File: src/rtl/agu_pkg.sv
// Shared AGU definitions; also holds the project width defines (defines.v content) and size encodings.
// Optional build macro: AGU_MISALIGN_EXCP_EN (misaligned ops raise an exception instead of issuing).
`ifndef XLEN
`define XLEN 32
`endif
`ifndef DTCM_ADDR_WIDTH
`define DTCM_ADDR_WIDTH 16
`endif
`ifndef ITAG_WIDTH
`define ITAG_WIDTH 4
`endif
`ifndef AGU_SIZE_B
`define AGU_SIZE_B 2'b00
`endif
`ifndef AGU_SIZE_H
`define AGU_SIZE_H 2'b01
`endif
`ifndef AGU_SIZE_W
`define AGU_SIZE_W 2'b10
`endif

package agu_pkg;
    localparam int unsigned XLEN    = `XLEN;
    localparam int unsigned DTCM_AW = `DTCM_ADDR_WIDTH;
    localparam int unsigned ITAG_W  = `ITAG_WIDTH;
    localparam int unsigned MASK_W  = XLEN / 8;

    localparam logic [1:0] SIZE_B = `AGU_SIZE_B;
    localparam logic [1:0] SIZE_H = `AGU_SIZE_H;
    localparam logic [1:0] SIZE_W = `AGU_SIZE_W;
endpackage

File: src/rtl/agu_align.sv
// Combinational lane builder: misalignment detect, forced-aligned low address bits,
// store byte mask and lane-replicated store data.
module agu_align
    import agu_pkg::*;
(
    input  logic [1:0]        addr_lo_i,
    input  logic [1:0]        size_i,
    input  logic [XLEN-1:0]   rs2_i,
    output logic              misalign_o,
    output logic [1:0]        addr_lo_o,
    output logic [MASK_W-1:0] wmask_o,
    output logic [XLEN-1:0]   wdata_o
);
    always_comb begin
        misalign_o = 1'b0;
        addr_lo_o  = addr_lo_i;
        wmask_o    = '1;
        wdata_o    = rs2_i;
        case (size_i)
            SIZE_B: begin
                wmask_o = MASK_W'(1) << addr_lo_i;
                wdata_o = {MASK_W{rs2_i[7:0]}};
            end
            SIZE_H: begin
                // Misaligned halves keep their half-lane; only addr[0] is dropped.
                misalign_o = addr_lo_i[0];
                addr_lo_o  = {addr_lo_i[1], 1'b0};
                wmask_o    = MASK_W'(3) << {addr_lo_i[1], 1'b0};
                wdata_o    = {(MASK_W / 2){rs2_i[15:0]}};
            end
            SIZE_W: begin
                misalign_o = |addr_lo_i;
                addr_lo_o  = 2'b00;
            end
            default: begin
                misalign_o = 1'b1;
                addr_lo_o  = 2'b00;
            end
        endcase
    end
endmodule

File: src/rtl/agu.sv
// Address-generation stage: forms rs1+imm, registers one LSU command and counts outstanding commands.
// Build option AGU_MISALIGN_EXCP_EN diverts misaligned ops into an exception register.
module agu
    import agu_pkg::*;
#(
    parameter int unsigned OUTS_DEPTH = 2
) (
    input  logic              clk,
    input  logic              rst_n,
    input  logic              agu_i_valid,
    output logic              agu_i_ready,
    input  logic              agu_i_read,
    input  logic [XLEN-1:0]   agu_i_rs1,
    input  logic [XLEN-1:0]   agu_i_rs2,
    input  logic [XLEN-1:0]   agu_i_imm,
    input  logic [1:0]        agu_i_size,
    input  logic              agu_i_usign,
    input  logic [ITAG_W-1:0] agu_i_itag,
    output logic              agu_cmd_valid,
    input  logic              agu_cmd_ready,
    output logic              agu_cmd_read,
    output logic [DTCM_AW-1:0] agu_cmd_addr,
    output logic [XLEN-1:0]   agu_cmd_wdata,
    output logic [MASK_W-1:0] agu_cmd_wmask,
    output logic [ITAG_W-1:0] agu_cmd_itag,
    output logic              agu_cmd_usign,
    output logic [1:0]        agu_cmd_size,
    input  logic              agu_rsp_valid,
    output logic              agu_rsp_ready,
    output logic              agu_excp_valid,
    input  logic              agu_excp_ready,
    output logic [XLEN-1:0]   agu_excp_addr,
    output logic [ITAG_W-1:0] agu_excp_itag
);
    localparam int unsigned OUTS_CNT_W = $clog2(OUTS_DEPTH + 1);

    logic [XLEN-1:0]       sum;
    logic                  misalign;
    logic [1:0]            addr_lo;
    logic [MASK_W-1:0]     lane_mask;
    logic [XLEN-1:0]       lane_data;
    logic                  accept, issue, cmd_hs, rsp_take, excp_valid;
    logic [OUTS_CNT_W:0]   occupancy;

    logic                  cmd_valid_q, cmd_valid_d;
    logic                  cmd_read_q, cmd_usign_q;
    logic [DTCM_AW-1:0]    cmd_addr_q;
    logic [XLEN-1:0]       cmd_wdata_q;
    logic [MASK_W-1:0]     cmd_wmask_q;
    logic [ITAG_W-1:0]     cmd_itag_q;
    logic [1:0]            cmd_size_q;
    logic [OUTS_CNT_W-1:0] cnt_q, cnt_d;

    assign sum = agu_i_rs1 + agu_i_imm;

    agu_align u_align (
        .addr_lo_i  (sum[1:0]),
        .size_i     (agu_i_size),
        .rs2_i      (agu_i_rs2),
        .misalign_o (misalign),
        .addr_lo_o  (addr_lo),
        .wmask_o    (lane_mask),
        .wdata_o    (lane_data)
    );

    // A pending command that has not yet handshaken still counts toward the limit.
    assign occupancy   = (OUTS_CNT_W + 1)'(cnt_q) + (OUTS_CNT_W + 1)'(cmd_valid_q);
    assign agu_i_ready = (~cmd_valid_q | agu_cmd_ready)
                       & (occupancy < (OUTS_CNT_W + 1)'(OUTS_DEPTH))
                       & (~excp_valid | agu_excp_ready);
    assign accept      = agu_i_valid & agu_i_ready;
    assign cmd_hs      = cmd_valid_q & agu_cmd_ready;
    assign rsp_take    = agu_rsp_valid & (cnt_q != '0);

`ifdef AGU_MISALIGN_EXCP_EN
    logic              excp_valid_q, excp_valid_d;
    logic [XLEN-1:0]   excp_addr_q;
    logic [ITAG_W-1:0] excp_itag_q;

    assign issue = accept & ~misalign;

    always_comb begin
        excp_valid_d = excp_valid_q;
        if (accept && misalign) begin
            excp_valid_d = 1'b1;
        end else if (agu_excp_ready) begin
            excp_valid_d = 1'b0;
        end
    end

    always_ff @(posedge clk or negedge rst_n) begin
        if (!rst_n) begin
            excp_valid_q <= 1'b0;
            excp_addr_q  <= '0;
            excp_itag_q  <= '0;
        end else begin
            excp_valid_q <= excp_valid_d;
            if (accept && misalign) begin
                excp_addr_q <= sum;
                excp_itag_q <= agu_i_itag;
            end
        end
    end

    assign excp_valid    = excp_valid_q;
    assign agu_excp_addr = excp_addr_q;
    assign agu_excp_itag = excp_itag_q;
`else
    logic unused_excp;

    assign issue         = accept;
    assign excp_valid    = 1'b0;
    assign agu_excp_addr = '0;
    assign agu_excp_itag = '0;
    assign unused_excp   = ^{misalign, sum[XLEN-1:DTCM_AW]};
`endif

    assign agu_excp_valid = excp_valid;

    always_comb begin
        cmd_valid_d = cmd_valid_q;
        if (issue) begin
            cmd_valid_d = 1'b1;
        end else if (cmd_hs) begin
            cmd_valid_d = 1'b0;
        end
    end

    always_comb begin
        cnt_d = cnt_q;
        case ({cmd_hs, rsp_take})
            2'b10:   cnt_d = cnt_q + 1'b1;
            2'b01:   cnt_d = cnt_q - 1'b1;
            default: cnt_d = cnt_q;
        endcase
    end

    always_ff @(posedge clk or negedge rst_n) begin
        if (!rst_n) begin
            cmd_valid_q <= 1'b0;
            cmd_read_q  <= 1'b0;
            cmd_addr_q  <= '0;
            cmd_wdata_q <= '0;
            cmd_wmask_q <= '0;
            cmd_itag_q  <= '0;
            cmd_usign_q <= 1'b0;
            cmd_size_q  <= '0;
            cnt_q       <= '0;
        end else begin
            cmd_valid_q <= cmd_valid_d;
            cnt_q       <= cnt_d;
            if (issue) begin
                cmd_read_q  <= agu_i_read;
                cmd_addr_q  <= {sum[DTCM_AW-1:2], addr_lo};
                cmd_wdata_q <= lane_data;
                cmd_wmask_q <= agu_i_read ? '0 : lane_mask;
                cmd_itag_q  <= agu_i_itag;
                cmd_usign_q <= agu_i_usign;
                cmd_size_q  <= agu_i_size;
            end
        end
    end

    assign agu_cmd_valid = cmd_valid_q;
    assign agu_cmd_read  = cmd_read_q;
    assign agu_cmd_addr  = cmd_addr_q;
    assign agu_cmd_wdata = cmd_wdata_q;
    assign agu_cmd_wmask = cmd_wmask_q;
    assign agu_cmd_itag  = cmd_itag_q;
    assign agu_cmd_usign = cmd_usign_q;
    assign agu_cmd_size  = cmd_size_q;
    assign agu_rsp_ready = 1'b1;

`ifndef SYNTHESIS
    always @(posedge clk) begin
        if (rst_n) begin
            assert (!(agu_rsp_valid && cnt_q == '0))
                else $warning("agu: agu_rsp_valid with no outstanding command, ignored");
        end
    end
`endif
endmodule

File: config.mk
export PLATFORM = sky130hd
export DESIGN_NAME = agu
export DESIGN_NICKNAME = d
export VERILOG_FILES = /design/src/rtl/agu_pkg.sv /design/src/rtl/agu_align.sv /design/src/rtl/agu.sv
export SDC_FILE = /design/constraint.sdc
export NUM_CORES = 1
export LEC_CHECK = 0
export ABC_CLOCK_PERIOD_IN_PS = 2650
export CORE_MARGIN = 2
export CORE_UTILIZATION = 43
export DETAILED_ROUTE_END_ITERATION = 10
export PLACE_DENSITY = 0.88
export SLEW_MARGIN = 10
export SYNTH_ARGS = -nofsm -noshare
export SYNTH_HDL_FRONTEND = slang
export SYNTH_SLANG_ARGS = --single-unit
File: constraint.sdc
create_clock -name clk -period 2.65 [get_ports clk]
set_input_delay 0.265 -clock clk [delete_from_list [all_inputs] [get_ports clk]]
set_output_delay 0.265 -clock clk [all_outputs]
set_load 0.005 [all_outputs]
==> metrics.md <==
| Metric | Value |
|---|---|
| Status | `completed` |
| Multiplexer share of the synthesized area | `7.031%` |
| Clock Skew | `0.007937 ns` |
| Avg WL per Cell | `15.04 um` |
| Initial antenna violation count | `0` |
| R2R setup slack | `0.75 ns` |
| Io pins | `210` |
| Global route total overflow | `0` |
| Most common cell in the synthesized netlist | `nand2_1` |
| Top cell type's share of synthesized area | `41.02%` |
| Final Hold Viols | `0` |
| Final min period | `2.225 ns` |
| Largest family of logic cells by synthesized area | `simple AND/OR/NAND/NOR gates` |
| Layout Nets | `699` |
| EDFF count, synth | `0` |
| Clk buf depth | `2` |
| Syn Inst Count | `444` |
| Synthesis-stage register bit count | `63` |
| Post-synthesis sequential area ratio | `41.02%` |
| Syn avg cell area | `8.657 um2` |
| Via Count | `3583` |
| Complex-gate fraction of the synthesized area | `15.66%` |
| Routed wire length | `10310 um` |
| Die Y | `98.55 um` |
| Die X | `98.55 um` |
| Critical path cell sequence | `clkdlybuf4s50_1, ha_1, inv_1, fa_1, nand2b_1, a21oi_1, o2111ai_1, a311o_1, o311ai_0` |
| Avg Vias per Cell | `5.231` |
| Post-CTS Hold Buffers | `1` |
| CTS resizes | `0` |
| Routability cong. | `0.8795` |
| Hold WC Path Type | `input port to async pin` |
| Post-synth top cells | `nand2_1 (100), dfrtp_1 (63), o21ai_0 (45)` |
| Unrepaired setup endpoints after global routing | `no` |
| Post-Synth Adder-Cell Area | `5.729%` |
| Slew margin rel. | `55.09%` |
| Total core area | `8678 um2` |
| Setup bufs post-CTS | `0` |
| CP max stage cell | `clkdlybuf4s50_1` |
| Drt pass-1 iters | `8` |
| Simple-gate portion of the synthesized area | `17.06%` |
| Leading post-synthesis cells by cell area | `dfrtp_1 (41%), nand2_1 (9.8%), buf_4 (7.4%), mux2i_1 (7.0%), o21ai_0 (5.9%)` |
| Final setup viols | `0` |
| First-pass GRT wire length | `16370 um` |
| Post-synth cell types | `47` |
| Share of cells above drive strength 1 | `4.853%` |
| Post-Syn Area | `3844 um2` |
| Fin Hold WS | `0.4041 ns` |
| 1st-iter DRT viols | `111` |
| Clock latency on the worst-skew pair | `0.33 ns` |
| Xor/xnor share of the synthesized area | `2.051%` |
| CP max FO | `4` |
| Clk slew on worst S/H paths | `0.07 ns` |
| Critical Path RT | `2.86 ns` |
| P per Cell Area | `889.9 nW/um2` |
| Crit end category | `register` |
| IO Port Bufs | `138` |
| CTS tree | `built` |
| Crit path kind | `input port to register` |
| Setup crit start kind | `input port` |
| GRT Total Usage | `20.91%` |
| # H-tree levels | `3` |
| Starting density of the core | `44.29%` |
| Antenna Nets Post-Route | `0` |
| MaxCap Viol Count | `0` |
| DRC | `0` |
| Final setup margin | `0.4248 ns` |
| Worst Max-Slew Pin Slew | `0.6729 ns` |
| Setup TNS | `0 ns` |
| HPWL Detailed | `8026 um` |
| Fmax | `449.4 MHz` |
| Number of global-route vias before repair | `3434` |
| Layout Utilization | `62.11%` |
| Antenna fix cells | `0` |
| CP peak stage delay | `0.46 ns` |
| Largest net degree at the start of global routing | `78` |
| P_leak | `2.447 nW` |
| Most used flip-flop cell after synthesis | `dfrtp_1` |
| Max-slew violation total from the final report | `0` |
| CTS Sinks | `63` |
| Fin crit share | `83.97%` |
| DIE AREA | `9711 um2` |
| WP data arrival | `2.44 ns` |
| Root Buffer | `clkbuf_8` |
| Cell taking the most area after synthesis | `dfrtp_1` |
| Area grow syn2layout | `40.23%` |
| Yosys warning count | `0` |
| Peak VDD IR | `296.8 uV` |
| TritonCTS buffer count | `9` |
| Core Rows | `34` |
| Setup slack at placement | `0.06057 ns` |
| Async set or reset register ratio after synthesis | `100.0%` |
==> layout make-up <==
| type | count | area, um2 |
|---|---|---|
| fill | 717 | 3288 |
| multi-input combinational | 345 | 1971 |
| sequential | 63 | 1577 |
| timing repair buffer | 146 | 1451 |
| clock buffer | 10 | 137.6 |
| tap | 108 | 135.1 |
| clock inverter | 6 | 92.59 |
| inverter | 7 | 26.28 |
==> state kept, by name (all words and copies together) (netlist names) <==
register,cells
agu_cmd_addr,16
agu_cmd_itag,4
agu_cmd_read,1
agu_cmd_size,2
agu_cmd_usign,1
agu_cmd_valid,1
agu_cmd_wdata,32
agu_cmd_wmask,4
cnt_q,2
==> cell families after synthesis <==
family | after synthesis
flops | 63
simple gates | 153
compound gates | 101
mux | 27
buf+inv | 72
other cells | 2
fa+ha+maj | 17
xor+xnor | 9
==> routing by layer <==
metal	wire length, um	vias to the layer above	track usage, %
met5	0	-	0
met4	174	0	8.219
met2	5286	175	36.79
li1	-	1703	-
met1	4144	1682	24.82
met3	699	23	4.752
==> cell usage in the layout, fill, tap and decap left out, types with 10 or more instances in the layout <==
master / netlist / layout
a21oi_1: 26 / 26
clkbuf_8: 0 / 10
clkdlybuf4s50_1: 0 / 137
conb_1: 2 / 38
dfrtp_1: 63 / 63
ha_1: 16 / 16
mux2i_1: 27 / 27
nand2_1: 100 / 100
nor2_1: 21 / 21
o21ai_0: 45 / 45
==> worst paths after layout <==
check,from,endpoint,cells past startpoint
worst max-delay path,agu_i_rs1[0],agu_cmd_addr[12]$_DFFE_PN0P_,9
worst min-delay path,rst_n,cnt_q[0]$_DFFE_PN0P_,2
worst max register to register,cnt_q[0]$_DFFE_PN0P_,agu_cmd_addr[10]$_DFFE_PN0P_,4
worst min register to register,agu_cmd_addr[13]$_DFFE_PN0P_,agu_cmd_addr[13]$_DFFE_PN0P_,2
max in group asynchronous,rst_n,agu_cmd_wmask[0]$_DFFE_PN0P_,3
min in group clk,agu_i_usign,agu_cmd_usign$_DFFE_PN0P_,3
==> metrics by stage <==
stage	instances	total power, mW	area, um2
floorplan	480	2.598	3979
global placement	668	3.771	5150
detailed placement	668	3.881	5150
CTS	685	4.849	5390
global route	685	5.142	5390
finish	685	4.797	5390
==> worst max-delay path: cells and delay by family <==
family	cells	cell delay, ns
adders and majority gates	2	0.59
buffers and inverters	2	0.53
and+or+nand+nor	1	0.20
AOI/OAI and AO/OA	4	0.85
==> power breakdown <==
part           switching [mW]  internal, mW
clock                   0.392         0.560
sequential              0.279          1.42
combinational           0.922          1.22
(Power assumes the default switching activity.)
==> variant: new RTL, same flow settings <==
`OUTS_DEPTH`: 2 -> 1.
--- a/src/rtl/agu.sv
+++ b/src/rtl/agu.sv
@@ -3,7 +3,7 @@
 module agu
     import agu_pkg::*;
 #(
-    parameter int unsigned OUTS_DEPTH = 2
+    parameter int unsigned OUTS_DEPTH = 1
 ) (
     input  logic              clk,
     input  logic              rst_n,
Function: changed (a bounded check fails within 4 cycles, from zero or initial values and one cycle with rst_n low).
==> variant against the original RTL <==
Core utilization rose by 0.62 points. Combinational power fell by 3%. Area after synthesis fell by 3.7%. Cell area fell by 3.4%. Sequential cell count fell by 1. Routed wire length fell by 4.4%. Total power fell by 5.9%. Worst setup slack got worse by 0.0039 ns. Critical path type unchanged. Largest cell class unchanged. Largest power group unchanged. Highest routed layer unchanged.
==> variant: results (changes against the original RTL) <==
status=finished, final reports clean (unchanged); post-synthesis sequential area ratio=41.9% (was 41.0%); RePlAce Congestion=0.862 (was 0.880); top post-synthesis cells by area=dfrtp_1 42%, nand2_1 8.4%, buf_4 7.7% (was dfrtp_1 41%, nand2_1 9.8%, buf_4 7.4%); fmax=449 MHz (about the same); pre-CTS setup slack=0.0961 ns (was 0.0606 ns); Layout non-clock buf frac=27.3% (was 26.9%); number of clock buffers in the layout=12 (was 10); CP Max Fanout=5 (was 4); layout cells sized above 1=5.59% (was 4.85%); clock skew=0.00489 ns (was 0.00794 ns); Reg area=0.00155 sq mm (was 0.00158 sq mm); fillers=740 (was 717); Vias=3356 (was 3583); first drt pass iteration count=4 (was 8); Worst Tran Pin Value=0.777 ns (was 0.673 ns); DP Wirelength=7640 microns (was 8030 microns); #MultiIn Comb=324 (was 345); DP Area=0.00501 sq mm (was 0.00515 sq mm); top cells by count, synth=83 x nand2_1, 62 x dfrtp_1, 38 x a21oi_1, 38 x buf_4, 30 x nor2_1 (was 100 x nand2_1, 63 x dfrtp_1, 45 x o21ai_0, 38 x buf_4, 27 x mux2i_1); Netlist cell types=46 (was 47); largest net degree at the start of global routing=63 (was 78); multi-input logic area=0.00187 sq mm (was 0.00197 sq mm); crit path DAT=2.48 ns (was 2.44 ns); FFs & Latches=62 (was 63); FF-to-FF Start=agu_cmd_valid (was cnt_q[0]); CP endpoint=agu_cmd_addr[10] (was agu_cmd_addr[12]); Reg2Reg Setup Slack=0.94 ns (was 0.75 ns); Signal buffers=144 (was 146); 1st-iter DRT viols=125 (was 111); Netlist Area Pre-Place=0.00370 sq mm (was 0.00384 sq mm); Static Leak=2.36 nW (was 2.45 nW)
-- variant: kinds of logic after synthesis --
| group | count (synthesis) | share of synthesized area, % |
|---|---|---|
| fa+ha+maj | 16 | 5.61 |
| simple gates | 137 | 15.7 |
| buf+inv | 68 | 11.2 |
| other cells | 2 | 0.203 |
| flops | 62 | 41.9 |
| xor+xnor | 9 | 2.13 |
| compound gates | 97 | 15.9 |
| mux | 27 | 7.37 |
-- variant: stage by stage --
step	utilization [%]	cells	hold slack, ns	power, W
2_1_floorplan	-	454	-0.0306	0.00251
3_3_place_gp	60.4	644	0.459	0.00367
3_5_place_dp	60.4	644	0.464	0.00374
4_1_cts	62.7	660	0.114	0.00455
5_1_grt	62.7	660	0.160	0.00483
6_report	62.7	660	0.0767	0.00452
-- variant: metal layers --
layer	global-route usage, %	part of all wire, %	up-vias
met5	0	0	-
met4	8.23	2.2	0
met3	4.12	5.8	18
met2	35.5	49	142
met1	27.2	43	1570
li1	-	-	1626
-- variant: worst max-delay path, stage by stage --
cell             delay, ns
clkdlybuf4s50_1       0.46
ha_1                  0.19
inv_1                 0.06
fa_1                  0.43
nor2b_4               0.14
o2111ai_1             0.25
a21oi_1               0.24
mux2_2                0.36
o211ai_1              0.09
-- variant: worst min path at each step --
stage,depth (start not counted),slack [ns],to
3_3_place_gp,2,0.46,agu_cmd_wdata[1]
6_report,2,0.08,agu_cmd_wdata[16]
4_1_cts,2,0.11,agu_cmd_wdata[16]
3_5_place_dp,2,0.46,agu_cmd_wdata[3]
5_1_grt,2,0.16,agu_cmd_wdata[23]
2_1_floorplan,0,-0.03,agu_cmd_addr[0]
-- variant: power by group --
part	switching (W)	internal [W]
Clock	0.000380	0.000418
Combinational	0.000885	0.00119
Sequential	0.000253	0.00139
